`src/rtl/time_set_ctrl_if.sv`:
```
// Bundle between time_set_ctrl and its environment: tick, raw keys
// in; mode, enables, field select, inc strobe, run enable, blink out.
interface time_set_ctrl_if;
  logic       tick_1k;
  logic       key_mode;
  logic       key_sel;
  logic       key_inc;
  logic [1:0] mode;
  logic       time_en;
  logic       alarm_en;
  logic       adjust_h;
  logic       adjust_m;
  logic       adjust_s;
  logic       inc_pulse;
  logic       run_en;
  logic       blink;

  modport master (
    output tick_1k, key_mode, key_sel, key_inc,
    input  mode, time_en, alarm_en,
    input  adjust_h, adjust_m, adjust_s,
    input  inc_pulse, run_en, blink
  );

  modport slave (
    input  tick_1k, key_mode, key_sel, key_inc,
    output mode, time_en, alarm_en,
    output adjust_h, adjust_m, adjust_s,
    output inc_pulse, run_en, blink
  );
endinterface

```
`src/rtl/time_set_ctrl.sv`:
```
// Clock time-set controller: key sync/debounce, mode/field FSM, inc
// strobe, blink. Ports: clk, rst (async high), bus (time_set_ctrl_if).
// Optional auto-repeat of inc: define AUTO_REPEAT_EN.
module time_set_ctrl #(
  parameter int DEB_MS          = 20,
  parameter int REPEAT_DELAY_MS = 500,
  parameter int REPEAT_RATE_MS  = 100,
  parameter int BLINK_MS        = 250
) (
  input  logic           clk,
  input  logic           rst,
  time_set_ctrl_if.slave bus
);

  typedef enum logic [1:0] {
    M_RUN       = 2'd0,
    M_SET_TIME  = 2'd1,
    M_SET_ALARM = 2'd2
  } mode_e;

  typedef enum logic [1:0] {
    F_HOUR = 2'd0,
    F_MIN  = 2'd1,
    F_SEC  = 2'd2
  } field_e;

  localparam int DW = $clog2(DEB_MS + 1);
  localparam int BW = $clog2(BLINK_MS + 1);
  localparam logic [DW-1:0] DEB_END = DW'(DEB_MS - 1);
  localparam logic [BW-1:0] BL_END  = BW'(BLINK_MS - 1);

  // key index: 0 mode, 1 sel, 2 inc
  logic [2:0]    raw;
  logic [2:0]    s1_q, s2_q;
  logic [2:0]    db_q, dbp_q;
  logic [DW-1:0] dcnt_q [3];

  assign raw = {bus.key_inc, bus.key_sel, bus.key_mode};

  always_ff @(posedge clk or posedge rst) begin
    if (rst) begin
      s1_q  <= '0;
      s2_q  <= '0;
      db_q  <= '0;
      dbp_q <= '0;
      for (int i = 0; i < 3; i++) dcnt_q[i] <= '0;
    end else begin
      s1_q  <= raw;
      s2_q  <= s1_q;
      dbp_q <= db_q;
      for (int i = 0; i < 3; i++) begin
        if (s2_q[i] == db_q[i]) begin
          dcnt_q[i] <= '0;
        end else if (bus.tick_1k) begin
          if (dcnt_q[i] == DEB_END) begin
            db_q[i]   <= s2_q[i];
            dcnt_q[i] <= '0;
          end else begin
            dcnt_q[i] <= dcnt_q[i] + 1'b1;
          end
        end
      end
    end
  end

  logic [2:0] press;
  logic       ev_mode, ev_sel, ev_inc;

  // lower-priority events are dropped when a higher one coincides
  assign press   = db_q & ~dbp_q;
  assign ev_mode = press[0];
  assign ev_sel  = press[1] & ~press[0];
  assign ev_inc  = press[2] & ~press[1] & ~press[0];

  mode_e         mode_q, mode_d;
  field_e        field_q, field_d;
  logic          set_q;
  logic          time_en_q, alarm_en_q, run_en_q;
  logic [2:0]    adj_q;
  logic          inc_q, inc_d;
  logic          blink_q, blink_d;
  logic [BW-1:0] bcnt_q, bcnt_d;

  assign set_q = (mode_q != M_RUN);

  always_comb begin
    mode_d  = mode_q;
    field_d = field_q;
    if (ev_mode) begin
      unique case (mode_q)
        M_RUN:      mode_d = M_SET_TIME;
        M_SET_TIME: mode_d = M_SET_ALARM;
        default:    mode_d = M_RUN;
      endcase
      field_d = F_HOUR;
    end else if (ev_sel && set_q) begin
      unique case (field_q)
        F_HOUR:  field_d = F_MIN;
        F_MIN:   field_d = F_SEC;
        default: field_d = F_HOUR;
      endcase
    end
  end

  always_comb begin
    blink_d = blink_q;
    bcnt_d  = bcnt_q;
    if (mode_d == M_RUN) begin
      blink_d = 1'b1;
      bcnt_d  = '0;
    end else if (ev_mode) begin
      blink_d = 1'b1;
      bcnt_d  = '0;
    end else if (ev_sel) begin
      bcnt_d  = '0;
    end else if (bus.tick_1k) begin
      if (bcnt_q == BL_END) begin
        blink_d = ~blink_q;
        bcnt_d  = '0;
      end else begin
        bcnt_d  = bcnt_q + 1'b1;
      end
    end
  end

`ifdef AUTO_REPEAT_EN
  localparam int RMAX = (REPEAT_DELAY_MS > REPEAT_RATE_MS) ?
                        REPEAT_DELAY_MS : REPEAT_RATE_MS;
  localparam int RW = $clog2(RMAX + 1);
  localparam logic [RW-1:0] DLY_END  = RW'(REPEAT_DELAY_MS - 1);
  localparam logic [RW-1:0] RATE_END = RW'(REPEAT_RATE_MS - 1);

  logic          rep_on_q, rep_on_d;
  logic          rep_first_q, rep_first_d;
  logic [RW-1:0] rcnt_q, rcnt_d;
  logic          rep_fire;

  // first interval uses the delay, later ones the rate
  always_comb begin
    rep_on_d    = rep_on_q;
    rep_first_d = rep_first_q;
    rcnt_d      = rcnt_q;
    rep_fire    = 1'b0;
    if (ev_inc && set_q) begin
      rep_on_d    = 1'b1;
      rep_first_d = 1'b1;
      rcnt_d      = '0;
    end else if (!rep_on_q || ev_mode || ev_sel ||
                 !db_q[2] || !set_q) begin
      rep_on_d = 1'b0;
      rcnt_d   = '0;
    end else if (bus.tick_1k) begin
      if (rcnt_q == (rep_first_q ? DLY_END : RATE_END)) begin
        rep_fire    = 1'b1;
        rep_first_d = 1'b0;
        rcnt_d      = '0;
      end else begin
        rcnt_d = rcnt_q + 1'b1;
      end
    end
  end

  always_ff @(posedge clk or posedge rst) begin
    if (rst) begin
      rep_on_q    <= 1'b0;
      rep_first_q <= 1'b0;
      rcnt_q      <= '0;
    end else begin
      rep_on_q    <= rep_on_d;
      rep_first_q <= rep_first_d;
      rcnt_q      <= rcnt_d;
    end
  end

  assign inc_d = (ev_inc && set_q) || rep_fire;
`else
  if (REPEAT_DELAY_MS < 1 || REPEAT_RATE_MS < 1) begin : g_rep_cfg
  end

  assign inc_d = ev_inc && set_q;
`endif

  always_ff @(posedge clk or posedge rst) begin
    if (rst) begin
      mode_q     <= M_RUN;
      field_q    <= F_HOUR;
      time_en_q  <= 1'b0;
      alarm_en_q <= 1'b0;
      run_en_q   <= 1'b1;
      adj_q      <= 3'b000;
      inc_q      <= 1'b0;
      blink_q    <= 1'b1;
      bcnt_q     <= '0;
    end else begin
      mode_q     <= mode_d;
      field_q    <= field_d;
      time_en_q  <= (mode_d == M_SET_TIME);
      alarm_en_q <= (mode_d == M_SET_ALARM);
      run_en_q   <= (mode_d != M_SET_TIME);
      adj_q      <= (mode_d == M_RUN) ? 3'b000 :
                    {field_d == F_HOUR,
                     field_d == F_MIN,
                     field_d == F_SEC};
      inc_q      <= inc_d;
      blink_q    <= blink_d;
      bcnt_q     <= bcnt_d;
    end
  end

  assign bus.mode      = mode_q;
  assign bus.time_en   = time_en_q;
  assign bus.alarm_en  = alarm_en_q;
  assign bus.run_en    = run_en_q;
  assign bus.adjust_h  = adj_q[2];
  assign bus.adjust_m  = adj_q[1];
  assign bus.adjust_s  = adj_q[0];
  assign bus.inc_pulse = inc_q;
  assign bus.blink     = blink_q;

endmodule

```
`src/flat_wrapper.sv`:
```
// flat-port wrapper written by rule: the top's interface ports become plain ports
module time_set_ctrl_flat 
#(
  parameter int DEB_MS          = 20,
  parameter int REPEAT_DELAY_MS = 500,
  parameter int REPEAT_RATE_MS  = 100,
  parameter int BLINK_MS        = 250
)
  (clk, rst, bus_tick_1k, bus_key_mode, bus_key_sel, bus_key_inc, bus_mode, bus_time_en, bus_alarm_en, bus_adjust_h, bus_adjust_m, bus_adjust_s, bus_inc_pulse, bus_run_en, bus_blink);
  time_set_ctrl_if bus_i ();
  input  logic clk;
  input  logic rst;
  input wire logic [$bits(bus_i.tick_1k)-1:0] bus_tick_1k;
  input wire logic [$bits(bus_i.key_mode)-1:0] bus_key_mode;
  input wire logic [$bits(bus_i.key_sel)-1:0] bus_key_sel;
  input wire logic [$bits(bus_i.key_inc)-1:0] bus_key_inc;
  output wire logic [$bits(bus_i.mode)-1:0] bus_mode;
  output wire logic [$bits(bus_i.time_en)-1:0] bus_time_en;
  output wire logic [$bits(bus_i.alarm_en)-1:0] bus_alarm_en;
  output wire logic [$bits(bus_i.adjust_h)-1:0] bus_adjust_h;
  output wire logic [$bits(bus_i.adjust_m)-1:0] bus_adjust_m;
  output wire logic [$bits(bus_i.adjust_s)-1:0] bus_adjust_s;
  output wire logic [$bits(bus_i.inc_pulse)-1:0] bus_inc_pulse;
  output wire logic [$bits(bus_i.run_en)-1:0] bus_run_en;
  output wire logic [$bits(bus_i.blink)-1:0] bus_blink;
  assign bus_i.tick_1k = bus_tick_1k;
  assign bus_i.key_mode = bus_key_mode;
  assign bus_i.key_sel = bus_key_sel;
  assign bus_i.key_inc = bus_key_inc;
  assign bus_mode = bus_i.mode;
  assign bus_time_en = bus_i.time_en;
  assign bus_alarm_en = bus_i.alarm_en;
  assign bus_adjust_h = bus_i.adjust_h;
  assign bus_adjust_m = bus_i.adjust_m;
  assign bus_adjust_s = bus_i.adjust_s;
  assign bus_inc_pulse = bus_i.inc_pulse;
  assign bus_run_en = bus_i.run_en;
  assign bus_blink = bus_i.blink;
  time_set_ctrl #(.DEB_MS(DEB_MS), .REPEAT_DELAY_MS(REPEAT_DELAY_MS), .REPEAT_RATE_MS(REPEAT_RATE_MS), .BLINK_MS(BLINK_MS)) u_core (.clk(clk), .rst(rst), .bus(bus_i));
endmodule
```
`config.mk`:
```
export PLATFORM = sky130hd
export DESIGN_NAME = time_set_ctrl_flat
export DESIGN_NICKNAME = d
export VERILOG_FILES = /design/src/rtl/time_set_ctrl_if.sv /design/src/rtl/time_set_ctrl.sv /design/src/flat_wrapper.sv
export SDC_FILE = /design/constraint.sdc
export NUM_CORES = 1
export LEC_CHECK = 0
export BUFFER_PORTS_ARGS = -buffer_cell sky130_fd_sc_hd__buf_2
export CORE_ASPECT_RATIO = 1.75
export CORE_MARGIN = 2
export CORE_UTILIZATION = 31
export CTS_CLUSTER_SIZE = 25
export DETAILED_ROUTE_END_ITERATION = 10
export GPL_TIMING_DRIVEN = 0
export MAX_ROUTING_LAYER = met4
export PLACE_DENSITY = 0.5
export SYNTH_ARGS = -nofsm -noshare
export SYNTH_HDL_FRONTEND = slang
export SYNTH_SLANG_ARGS = --single-unit
```
`constraint.sdc`:
```
create_clock -name clk -period 1.2 [get_ports clk]
set_input_delay 0.06 -clock clk [delete_from_list [all_inputs] [get_ports clk]]
set_output_delay 0.06 -clock clk [all_outputs]
set_load 0.01 [all_outputs]
```
==> results.txt, run 1 <==
----------------------------------------------------
[Floorplan]
  I/O pin count ... 16
  Die boundary height ... 113.1 um
  Initial standard-cell utilization of the core ... 32.24%
  Std cell rows ... 39
  Die X ... 66.34 um
  Total Die Area ... 7503 um2
  Core region area ... between 6000 and 7000 um2

[Placed design]
  Worst setup slack after placement ... -299.2 ps
  Hpwl dp ... 2.816 mm
  Count of input and output buffers ... 15
  Routability congestion estimate ... 0.8025

[Clock network]
  Root Buffer Master ... clkbuf_16
  CTS clock-pin slew for the worst setup and hold paths ... about 70 ps
  TritonCTS clock tree ... done
  Maximum number of buffers from clock root to sink ... 2
  Count of clock tree sinks ... 47
  Clock latency on the worst-skew pair ... about 290 ps
  CTS H-tree depth ... 2
  Clock buffers created by TritonCTS ... 5

[Finish]
  Combined flip-flop and latch cell area ... ~1200 um2
  Area taken by multi-input logic gates ... 1212 um2
  Commonest non-fill, non-tap cell in the layout ... dfrtp_1
  Area overhead of the layout relative to synthesis ... 45.82%
  Most frequent cells in the layout ... dfrtp_1, buf_4, buf_2, nor2_1, a21oi_1
  Layout cell share with drive strength beyond 1 ... 45.77%
  Filler instances ... roughly 620
  Antenna diode instance count ... 0
  Post-Route Utilization ... approximately 47%
  Nets ... 270

[Drt]
  Detailed-route DRC error count ... 0
  Wire length per cell ... about 14 um
  Vias ... approximately 1700
  Initial detailed-routing violation count ... 82
  Number of nets with antenna violations after detailed routing ... 0
  Initial DRT Pass Iterations ... 4
  WL final ... ~4.8 mm
  Via density per instance ... 4.997

[Timing]
  Setup repair after global routing missed its margin ... true
  Min cycle time layout ... 1463 ps
  Setup-violating endpoint count in the final report ... 18
  Worst hold slack ... 241.2 ps
  Setup skew after layout ... 7.155 ps
  Max-slew headroom ... 70.56%
  Endpoints failing hold ... 0
  Period utilization ... 121.9%
  Final total negative setup slack ... -1952 ps
  PnR worst setup slack ... -262.6 ps
  Fmax ... about 700 MHz
  Transition time at the pin with the least slew margin ... roughly 440 ps
  Max Slew Vio Count ... 0

[Global route]
  Via count of the first global-routing pass ... 1820
  Overall global routing resource usage ... 13.82%
  Remaining global-route overflow ... 0
  Number of antenna violations at the first check in global routing ... 0
  First-pass GRT wire length ... between 7 and 8 mm
  Largest net degree at the start of global routing ... 38

[Run status]
  Failing checks ... negative setup slack
  Result of the run ... finished, violations left

[Critical path]
  Crit Path Max Fanout ... 5
  Required time of the critical path ... 1410 ps
  Library cell contributing the largest single delay on the critical path ... or4_1
  WS Path Type ... reg2reg
  Series of cell instances along the critical path ... and2b_4 -> nor4_4 -> or4_1 -> a21oi_1
  CP bufs+invs ... 0
  Data arrival at the endpoint of the critical path ... between 1500 and 2000 ps
  Crit path launch type ... register
  Maximum cell stage delay along the critical path ... 480 ps
  Delay-heaviest family, CP ... simple AND/OR/NAND/NOR gates
  Category of the worst setup path capture point ... register

[Synthesis]
  Count of cell types in the netlist ... 40
  Post-Synthesis Net Count ... 211
  Fraction of synthesis flops using an asynchronous set or reset pin ... 100.0%
  Fraction of the yosys area taken by sequential cells ... 55.91%
  Mapped Cells ... 200
  Mean instance size in the synthesized netlist ... 10.54 um2
  Netlist Area Pre-Place ... 2108 um2
  Most used flip-flop cell after synthesis ... dfrtp_1
  EDFF count, synth ... 0
  Synthesized flop and latch total ... 47
  Ys Warns ... 0

[Run]
  Max capacitance violation total ... 0

[Min path]
  Hold crit path type ... in2reg

[Power and ir drop]
  Reported leakage power ... 1.309 nW
  Pwr Density ... approximately 1100 nW/um2
  Peak ir drop on the vdd network ... 0.0006597 V

----------------------------------------------------
cells by family (layout without fill, tap and decap cells):
| group | after synthesis | in the layout | synth area share (%) |
|---|---|---|---|
| AND/OR/NAND/NOR | 89 | 90 | 23.98 |
| flip-flops | 47 | 47 | 55.91 |
| AO/OA/AOI/OAI | 41 | 41 | 10.56 |
| XOR/XNOR | 8 | 8 | 3.324 |
| buffers and inverters | 6 | 65 | 1.187 |
| adder cells (fa/ha/maj) | 5 | 5 | 2.967 |
| multiplexers | 4 | 4 | 2.077 |
layout make-up:
| type | instances | area share [%] |
|---|---|---|
| flip-flops and latches | 47 | 38.71 |
| clock buffers | 5 | 4.070 |
| inverters | 4 | 0.4884 |
| plain buffers | 2 | 0.3256 |
| clock inverters | 3 | 1.425 |
| well taps | 82 | 3.337 |
| multi-input cells | 148 | 39.44 |
| repair buffers | 51 | 12.21 |
tightest hold or removal path: stages:
cell     delay [ps]
buf_2           150
nor4_4           90
o21ai_1         130
a21oi_1          60
power by group:
group          switching, mW  leakage (nW)  internal [mW]
combinational          0.101         0.608         0.0833
clock                  0.587        0.0838          0.982
sequential            0.0192         0.617           1.61
worst paths after layout:
check	start	end	slack, ps	cells after the start
worst max-delay path	u_core.dbp_q[0]	u_core.bcnt_q[7]	-260	4
max in group asynchronous	rst	u_core.bus.blink	410	4
worst max register to register	u_core.dbp_q[0]	u_core.bcnt_q[7]	-260	4
worst min register to register	u_core.s1_q[1]	u_core.s2_q[1]	350	0
worst min-delay path	bus_tick_1k	u_core.bcnt_q[4]	240	4
min in group asynchronous	rst	u_core.bus.inc_pulse	250	3
Yosys cell counts (2+ instances only):
cell type	instances	share of area, %
dfstp_2	2	2.5
o21ai_0	12	2.8
or2_1	2	0.59
xnor2_1	5	2.1
dfrtp_1	45	53
nand3_1	9	2.1
nor3b_1	4	1.4
buf_2	2	0.47
nor4bb_1	2	0.95
nand4_1	4	1.2
nor2_1	17	3.0
inv_1	3	0.53
o31ai_1	3	1.1
nand2b_1	2	0.59
nand2_1	16	2.8
a21oi_1	21	5.0
nor2b_1	7	2.1
xor2_1	3	1.2
ha_1	5	3.0
or4_1	3	1.1
and2_1	2	0.59
or3_1	4	1.2
nor3_1	9	2.1
mux2_1	2	1.1
repair_timing:
action	in CTS	in global routing
pin swaps	16	12
cloned	0	1
hold buffers	4	0
resized for setup	22	45
setup endpoints to repair	22	34
buffers inserted	21	12
endpoints found under the hold margin	13	0
layer usage:
metal,up-vias,global-route usage [%],routed length [um]
met5,-,-,0
met3,10,3.777,126
met2,18,25.27,2779
met1,851,13.05,1737
li1,830,-,-
met4,0,5.850,115
state kept, by name, indices dropped and copies added (netlist names), 3 cells and up:
register and flops:
u_core.adj_q 3, u_core.bcnt_q 8, u_core.db_q 3, u_core.dbp_q 3, u_core.dcnt_q 15, u_core.s1_q 3
u_core.s2_q 3
metrics by stage:
step                cells  total power [mW]  cell area, um2
CTS                   329             3.428            2785
floorplan             200             1.735            2150
global route          342             3.525            3074
detailed placement    298             1.784            2347
finish                342             3.382            3074
global placement      297             1.772            2327
(Power assumes the default switching activity.)
==> run 2, diff against run 1 <==
--- a/config.mk
+++ b/config.mk
@@ -8,12 +8,12 @@
 export BUFFER_PORTS_ARGS = -buffer_cell sky130_fd_sc_hd__buf_2
 export CORE_ASPECT_RATIO = 1.75
 export CORE_MARGIN = 2
-export CORE_UTILIZATION = 31
+export CORE_UTILIZATION = 40
 export CTS_CLUSTER_SIZE = 25
 export DETAILED_ROUTE_END_ITERATION = 10
 export GPL_TIMING_DRIVEN = 0
 export MAX_ROUTING_LAYER = met4
-export PLACE_DENSITY = 0.5
+export PLACE_DENSITY = 0.61
 export SYNTH_ARGS = -nofsm -noshare
 export SYNTH_HDL_FRONTEND = slang
 export SYNTH_SLANG_ARGS = --single-unit
==> results.txt, run 2 (same netlist as run 1, synthesis figures left out) <==
----------------------------------------------------
[Clock network]
  Maximum number of buffers from clock root to sink ... 2 (unchanged)
  CTS clock-pin slew for the worst setup and hold paths ... 100 ps (was 70 ps)
  TritonCTS clock tree ... done (unchanged)
  Clock buffers created by TritonCTS ... 5 (unchanged)
  Count of clock tree sinks ... 47 (unchanged)
  Root Buffer Master ... clkbuf_8 (was clkbuf_16)
  Clock latency on the worst-skew pair ... 300 ps (was 290 ps)
  CTS H-tree depth ... 2 (unchanged)

[Critical path]
  Data arrival at the endpoint of the critical path ... 1760 ps (was 1670 ps)
  Crit Path Max Fanout ... 6 (was 5)
  CP Capture Point ... u_core.bcnt_q[5] (was u_core.bcnt_q[7])
  WS Path Type ... reg2reg (unchanged)
  Endpoint of the lowest-slack register-to-register path ... u_core.bcnt_q[5] (was u_core.bcnt_q[7])
  Required time of the critical path ... 1430 ps (was 1410 ps)
  Flop2flop setup slack ... -330 ps (was -260 ps)
  Reg-to-reg startpoint ... u_core.dbp_q[0] (unchanged)
  Category of the worst setup path capture point ... register (unchanged)
  Crit path launch type ... register (unchanged)
  Launching element of the worst setup path ... u_core.dbp_q[0] (unchanged)
  Path depth of the worst reg2reg path ... 5 (was 4)

[Timing]
  PnR worst setup slack ... -327.7 ps (was -262.6 ps)
  Endpoints failing hold ... 0 (unchanged)
  Transition time at the pin with the least slew margin ... 444.2 ps (was 438.4 ps)
  Worst hold slack ... 188.3 ps (was 241.2 ps)
  Period utilization ... 127.3% (was 121.9%)
  Max Slew Vio Count ... 0 (unchanged)
  Final total negative setup slack ... -1979 ps (was -1952 ps)
  Setup skew after layout ... 12.15 ps (was 7.155 ps)
  Min cycle time layout ... 1528 ps (was 1463 ps)
  Setup repair after global routing missed its margin ... true (unchanged)
  Fmax ... 654.6 MHz (was 683.7 MHz)
  Setup-violating endpoint count in the final report ... 19 (was 18)
  Max-slew headroom ... 70.17% (was 70.56%)

[Run status]
  Failing checks ... negative setup slack (unchanged)
  Result of the run ... finished, violations left (unchanged)

[Drt]
  Wire length per cell ... 14.25 um (was 13.91 um)
  Detailed-route DRC error count ... 0 (unchanged)
  Initial detailed-routing violation count ... 62 (was 82)
  Vias ... 1696 (was 1709)
  Via density per instance ... 5.333 (was 4.997)
  Initial DRT Pass Iterations ... 4 (unchanged)
  WL final ... 4.530 mm (was 4.758 mm)
  Number of nets with antenna violations after detailed routing ... 0 (unchanged)

[Floorplan]
  Die X ... 58.88 um (was 66.34 um)
  Total Die Area ... 5890 um2 (was 7503 um2)
  Std cell rows ... 35 (was 39)
  Die boundary height ... 100.0 um (was 113.1 um)
  Initial standard-cell utilization of the core ... 40.80% (was 32.24%)
  I/O pin count ... 16 (unchanged)
  Core region area ... 5167 um2 (was 6539 um2)

[Finish]
  Area taken by multi-input logic gates ... 1182 um2 (was 1212 um2)
  Biggest regs ... u_core.dcnt_q (15), u_core.bcnt_q (8) (unchanged)
  Nets ... 273 (was 270)
  Filler instances ... 441 (was 622)
  Combined flip-flop and latch cell area ... 1189 um2 (was 1190 um2)
  Register containing the most flip-flops in the final layout ... u_core.dcnt_q (unchanged)
  Antenna diode instance count ... 0 (unchanged)
  Post-route non-filler standard cell count ... 318 (was 342)
  Most frequent cells in the layout ... dfrtp_1, buf_4, a21oi_1, buf_2, nor2_1 (was dfrtp_1, buf_4, buf_2, nor2_1, a21oi_1)
  Layout cell share with drive strength beyond 1 ... 46.77% (was 45.77%)
  Commonest non-fill, non-tap cell in the layout ... dfrtp_1 (unchanged)
  Area overhead of the layout relative to synthesis ... 40.65% (was 45.82%)
  Max reg flops ... 15 (unchanged)

[Placed design]
  Worst setup slack after placement ... -284.3 ps (was -299.2 ps)
  Routability congestion estimate ... 0.7933 (was 0.8025)
  Hpwl dp ... 2.605 mm (was 2.816 mm)
  Count of input and output buffers ... 15 (unchanged)
  Placed instance count ... 271 (was 298)

[Min path]
  Hold crit path type ... in2reg (unchanged)

[Global route]
  Remaining global-route overflow ... 0 (unchanged)
  First-pass GRT wire length ... 7.017 mm (was 7.741 mm)
  Number of antenna violations at the first check in global routing ... 0 (unchanged)
  Via count of the first global-routing pass ... 1595 (was 1820)
  Largest net degree at the start of global routing ... 32 (was 38)
  Overall global routing resource usage ... 15.77% (was 13.82%)

[Power and ir drop]
  Reported leakage power ... 1.282 nW (was 1.309 nW)
  Peak ir drop on the vdd network ... 0.0007311 V (was 0.0006597 V)
  Pwr Density ... 928.6 nW/um2 (was 1100 nW/um2)

[Run]
  Max capacitance violation total ... 0 (unchanged)

----------------------------------------------------
[run 2: changes by cell type in the layout (fill, tap and decap cells not counted), moves of 2 or more]
cell	change
a21oi_1	+2
buf_4	+4
clkbuf_16	-5
clkbuf_8	+5
clkinvlp_4	+2
nand2_1	-2
nand3_2	+2
[run 2: per-stage QoR]
stage	cell area [um2]	util (%)	power (mW)
after floorplan	2150	-	1.735
after global placement	2293	44.38	1.769
after detailed placement	2313	44.77	1.781
after CTS	2671	51.69	2.762
after global routing	2965	57.39	2.892
final	2965	57.39	2.754
[run 2: where the power goes]
group          internal [mW]  leakage (nW)  switching, mW
registers               1.61         0.619         0.0223
clock network          0.406        0.0402          0.539
logic                 0.0824         0.624         0.0965
total                   2.10          1.28          0.658
[run 2: timing repair]
action,4_1_cts,5_1_grt
endpoints found under the setup margin,21,32
pin swaps,15,23
hold buffers,4,0
setup buffers,22,17
gates resized for setup,22,46
endpoints found under the hold margin,19,0
[run 2: layout make-up]
type	instances	share of cell area (%)
plain buffers	2	0.3376
flip-flops and latches	47	40.08
repair buffers	55	13.88
clock inverters	3	0.6751
inverters	4	0.5063
clock buffers	5	2.321
well taps	55	2.321
multi-input cells	147	39.87
[run 2: routing by layer]
metal	track usage [%]	wire length [um]
met1	16.96	1908
met2	27.52	2441
met3	2.706	102
met4	6.993	78
met5	-	0
[run 2: how the worst min path moves through the flow]
stage	startpoint	to	slack [ps]	cells past startpoint
after floorplan	bus_key_mode	u_core.s1_q[0]	90	0
after global placement	bus_key_inc	u_core.s1_q[2]	170	1
after detailed placement	rst	u_core.dcnt_q[9]	70	2
after CTS	bus_tick_1k	u_core.bcnt_q[3]	170	4
after global routing	bus_tick_1k	u_core.bcnt_q[4]	170	4
final	bus_tick_1k	u_core.bcnt_q[4]	190	4
[run 2: worst max-delay path, stage by stage, from the launching register on]
cell and delay, ps:
dfrtp_1 390, and2b_4 270, nor4_4 50, buf_4 150, or4_4 470, a21oi_2 120
